### config.mk
export PLATFORM = sky130hd
export DESIGN_NAME = hex_display_ctrl
export DESIGN_NICKNAME = d
export VERILOG_FILES = /design/src/rtl/hex_display_ctrl.sv
export SDC_FILE = /design/constraint.sdc
export NUM_CORES = 1
export LEC_CHECK = 0
export BUFFER_PORTS_ARGS = -buffer_cell sky130_fd_sc_hd__buf_4
export CORE_MARGIN = 2
export CORE_UTILIZATION = 50
export DETAILED_ROUTE_END_ITERATION = 6
export GPL_TIMING_DRIVEN = 0
export PLACE_DENSITY_LB_ADDON = 0.05
export SLEW_MARGIN = 20
export SYNTH_ARGS = -nofsm -noshare
export SYNTH_HDL_FRONTEND = slang
export SYNTH_SLANG_ARGS = --single-unit
export TNS_END_PERCENT = 30
### constraint.sdc
create_clock -name clk -period 2.57 [get_ports clk]
set_input_delay 0.3855 -clock clk [delete_from_list [all_inputs] [get_ports clk]]
set_output_delay 0.3855 -clock clk [all_outputs]
set_load 0.02 [all_outputs]
### src/rtl/hex_display_ctrl.sv
// Binary-to-7-segment controller: double-dabble conversion of a WIDTH-bit value
// into six active-low HEX digit patterns, with optional leading-zero blanking.
module hex_display_ctrl #(
    parameter int WIDTH = 16
) (
    input  logic             clk,
    input  logic             reset_n,
    input  logic             start,
    input  logic [WIDTH-1:0] value,
    input  logic             blank_lz,
    output logic             busy,
    output logic             done,
    output logic [6:0]       hex0,
    output logic [6:0]       hex1,
    output logic [6:0]       hex2,
    output logic [6:0]       hex3,
    output logic [6:0]       hex4,
    output logic [6:0]       hex5
);
    // state     | meaning
    // S_IDLE    | waiting for start; HEX outputs hold last result
    // S_CONVERT | one shift-and-add-3 step per cycle, WIDTH steps total
    // S_LOAD    | decode BCD into the HEX registers and pulse done
    localparam logic [1:0] S_IDLE    = 2'd0;
    localparam logic [1:0] S_CONVERT = 2'd1;
    localparam logic [1:0] S_LOAD    = 2'd2;

    localparam int CW = (WIDTH < 2) ? 1 : $clog2(WIDTH);
    localparam logic [CW-1:0] LAST = CW'(WIDTH - 1);

    logic [1:0]       state;
    logic [WIDTH-1:0] shift;
    logic [23:0]      bcd;
    logic [23:0]      bcd_adj;
    logic [CW-1:0]    cnt;
    logic             blank_q;
    logic [6:0]       hex_q    [6];
    logic [6:0]       hex_next [6];

    // Active-high segment table {g,f,e,d,c,b,a}.
    function automatic logic [6:0] seg7(input logic [3:0] digit);
        case (digit)
            4'd0:    seg7 = 7'b0111111;
            4'd1:    seg7 = 7'b0000110;
            4'd2:    seg7 = 7'b1011011;
            4'd3:    seg7 = 7'b1001111;
            4'd4:    seg7 = 7'b1100110;
            4'd5:    seg7 = 7'b1101101;
            4'd6:    seg7 = 7'b1111101;
            4'd7:    seg7 = 7'b0000111;
            4'd8:    seg7 = 7'b1111111;
            4'd9:    seg7 = 7'b1101111;
            default: seg7 = 7'b0000000;
        endcase
    endfunction

    always_comb begin
        bcd_adj = bcd;
        for (int i = 0; i < 6; i++) begin
            if (bcd[4*i +: 4] >= 4'd5)
                bcd_adj[4*i +: 4] = bcd[4*i +: 4] + 4'd3;
        end
    end

    // Walk from the most significant digit down so each digit knows whether
    // everything above it is zero; the ones digit is never blanked.
    always_comb begin
        logic zero_above;
        zero_above = 1'b1;
        for (int i = 5; i >= 0; i--) begin
            zero_above = zero_above && (bcd[4*i +: 4] == 4'd0);
            if (i != 0 && blank_q && zero_above)
                hex_next[i] = 7'b1111111;
            else
                hex_next[i] = ~seg7(bcd[4*i +: 4]);
        end
    end

    always_ff @(posedge clk or negedge reset_n) begin
        if (!reset_n) begin
            state   <= S_IDLE;
            busy    <= 1'b0;
            done    <= 1'b0;
            shift   <= '0;
            bcd     <= '0;
            cnt     <= '0;
            blank_q <= 1'b0;
            for (int i = 0; i < 6; i++) hex_q[i] <= 7'b1111111;
        end else begin
            done <= 1'b0;
            case (state)
                S_IDLE: begin
                    if (start) begin
                        state   <= S_CONVERT;
                        busy    <= 1'b1;
                        shift   <= value;
                        bcd     <= '0;
                        cnt     <= '0;
                        blank_q <= blank_lz;
                    end
                end
                S_CONVERT: begin
                    bcd   <= {bcd_adj[22:0], shift[WIDTH-1]};
                    shift <= shift << 1;
                    cnt   <= cnt + CW'(1);
                    if (cnt == LAST) state <= S_LOAD;
                end
                S_LOAD: begin
                    for (int i = 0; i < 6; i++) hex_q[i] <= hex_next[i];
                    done  <= 1'b1;
                    busy  <= 1'b0;
                    state <= S_IDLE;
                end
                default: begin
                    state <= S_IDLE;
                    busy  <= 1'b0;
                end
            endcase
        end
    end

    assign hex0 = hex_q[0];
    assign hex1 = hex_q[1];
    assign hex2 = hex_q[2];
    assign hex3 = hex_q[3];
    assign hex4 = hex_q[4];
    assign hex5 = hex_q[5];
endmodule

==> flow_metrics.tcl <==
set metrics [dict create \
    status "finished, final reports clean" \
    timing.final.crit_share 0.896 \
    cpMaxStageDelayCell "or4b_1" \
    maxCapViolations 0 \
    clk_latency_ns 0.35 \
    cts_setup_buffers 0 \
    worst_setup_path_end_kind "flop" \
    max_stage_delay_ns 0.48 \
    grt_max_degree 92 \
    synth_ff_type "dfrtp_1" \
    grt_usage 0.220 \
    syn_avg_cell_area_um2 9.43 \
    path_class "flop to flop" \
    first_iter_violations 153 \
    min_period_ns 2.30 \
    clkTransAtPathRegs_ns 0.09 \
    netlist_area_um2 4870 \
    whs_ns 0.0643 \
    start_util 0.507 \
    crit_path_max_fanout 7 \
    ant_nets 0 \
    grt-ovfl-total 0 \
    clockBufferDepth 2 \
    rows 36 \
    finalSetupViolCount 0 \
    hold_buffers 0 \
    layout-drive-gt1-share 0.220 \
    die_w_um 103 \
    drv_slew 0 \
    clockRootBuffer "clkbuf_8" \
    hp-class "primary input to asynchronous set/reset pin" \
    synth_cell_types 49 \
    dp_hpwl_mm 7.61 \
    pre_cts_ws_ns 0.272 \
    vias 3899 \
    fin_ws_ns 0.267 \
    tritoncts "built" \
    hold_violations 0 \
    grt_setup_unrepaired "no" \
    crit_family "simple AND/OR/NAND/NOR gates" \
    synthArstFlopShare 1.00 \
    peakVddDrop_uv 531 \
    synth-edff-count 0 \
    n_antenna_cell 0 \
    final_nets 644 \
    cts.htree.levels 3 \
    post-route-util 0.596 \
    fin_tns_setup_ns 0 \
    slew_headroom 0.448 \
    powerDensity_nw_per_um2 1260 \
    dr.pass1.iters 4 \
    synthCells 516 \
    cp.arrival_ns 2.59 \
    path_buf_inv 2 \
    syn_to_final_growth_pct 17.4 \
    cp.required_ns 2.85 \
    crit_chain "inv_1 > ha_1 > nor4bb_1 > nand2_1 > or4b_1 > buf_2 > a31oi_1" \
    drc 0 \
    antenna_found_initial 0 \
    synth-warning-count 0 \
    leakage_uw 0.00250 \
    grt_first_pass_wirelength_mm 18.1 \
    seq_area_frac_synth 0.479 \
    cts.sinks 91 \
    synth_seq_cells 91 \
    portBuffers 63 \
    tightestPinTransition_ns 0.829 \
    start_kind "flop" \
    die_h_um 103 \
    vias_per_cell 5.36 \
    finClkSkew_ns 0.0101 \
    core_um2 9590 \
    synth_nets 570 \
    max_freq_mhz 434 \
    post_cts_resized 0 \
    ios 64 \
    wirelength_mm 10.8 \
    routedWlPerCell_um 14.9 \
    grt_pass1_vias 3702 \
    gp_congestion 0.887 \
    numCtsBuffers 9 \
    die_area_um2 10500 \
]
registers in the layout, summed over array words and instances, names as in the netlist, 2 cells and up:
name   flops
hex3       7
shift     16
hex1       7
hex2       7
bcd       24
hex4       7
hex5       7
hex0       7
state      2
cnt        4
final cells by class:
cell class	count	area (um2)
multi-input combinational	368	2320
tap	133	166
timing repair buffer	63	477
sequential	91	2330
fill	872	3880
clock inverter	4	33.8
clock buffer	12	165
buffer	32	126
inverter	25	93.8
cell usage after synthesis, drive strengths merged (5+ instances only):
| master | number | area, um2 |
|---|---|---|
| a21oi | 40 | 200 |
| ha | 34 | 425 |
| dfstp | 42 | 1100 |
| nand3 | 22 | 110 |
| o21bai | 5 | 37.5 |
| or3 | 6 | 37.5 |
| o22ai | 14 | 87.6 |
| clkbuf | 26 | 97.6 |
| xnor2 | 7 | 61.3 |
| nand2b | 19 | 126 |
| a32o | 5 | 50.1 |
| inv | 25 | 93.8 |
| nor2b | 8 | 50.1 |
| o22a | 11 | 96.3 |
| nor2 | 57 | 214 |
| a31oi | 6 | 37.5 |
| o21ai | 42 | 210 |
| o31ai | 8 | 60.1 |
| dfrtp | 49 | 1230 |
| buf | 6 | 28.8 |
| nand2 | 42 | 158 |
logic make-up (layout without fill, tap and decap cells):
group | after synthesis | count (layout) | synth area share
multiplexers | 7 | 7 | 0.0152
buffers and inverters | 57 | 136 | 0.0452
AO/OA/AOI/OAI | 149 | 149 | 0.192
XOR/XNOR | 8 | 8 | 0.0144
adder cells (fa/ha/maj) | 34 | 34 | 0.0874
flip-flops | 91 | 91 | 0.479
AND/OR/NAND/NOR | 170 | 170 | 0.167
stage by stage:
stage / std cells / total power (uW) / cell area, um2
finish: 728 / 7190 / 5710
global route: 728 / 7850 / 5710
CTS: 728 / 7240 / 5710
detailed placement: 712 / 6260 / 5510
global placement: 712 / 6180 / 5510
floorplan: 516 / 5190 / 4870
final timing paths:
| check | startpoint | to | slack, ns | depth (start not counted) |
|---|---|---|---|---|
| setup / recovery | bcd[21] | hex1[6] | 0.27 | 7 |
| hold / removal | reset_n | bcd[5] | 0.06 | 1 |
| setup reg to reg | bcd[21] | hex1[6] | 0.27 | 7 |
| hold reg to reg | hex3[4] | hex3[4] | 0.48 | 2 |
| max in group asynchronous | reset_n | bcd[12] | 1.90 | 1 |
| min in group clk | value[0] | shift[0] | 0.22 | 3 |
layer usage:
layer	routed length (um)	share of wire	GRT usage	vias up
li1	-	-	-	1950
met4	123	0.011	0.0646	0
met3	426	0.039	0.0271	10
met2	5070	0.47	0.356	72
met1	5200	0.48	0.311	1867
met5	0	0	0	-
placed cells by master (no fill, tap or decap), types with 4 or more instances in the layout:
cell type and count:
nand3_1 22, a31oi_1 6, inv_1 24, nor2_1 57
o21bai_1 5, o22ai_1 14, nand2_1 42, xnor2_1 7
clkbuf_1 26, dfrtp_1 49, buf_4 63, mux2i_1 4
clkbuf_8 12, a32o_1 5, o32a_1 4, or3_1 6
nand2b_1 18, o31ai_1 8, nor2b_1 8, a21oi_1 40
o21ai_0 42, o22a_1 11, ha_1 34, dfstp_2 42
power by group:
| group | internal, uW | switching, uW | total [uW] |
|---|---|---|---|
| clock | 436 | 510 | 947 |
| sequential | 2160 | 431 | 2590 |
| combinational | 1540 | 2110 | 3650 |
| total | 4130 | 3060 | 7190 |
Power figures use the tool's default switching activity.
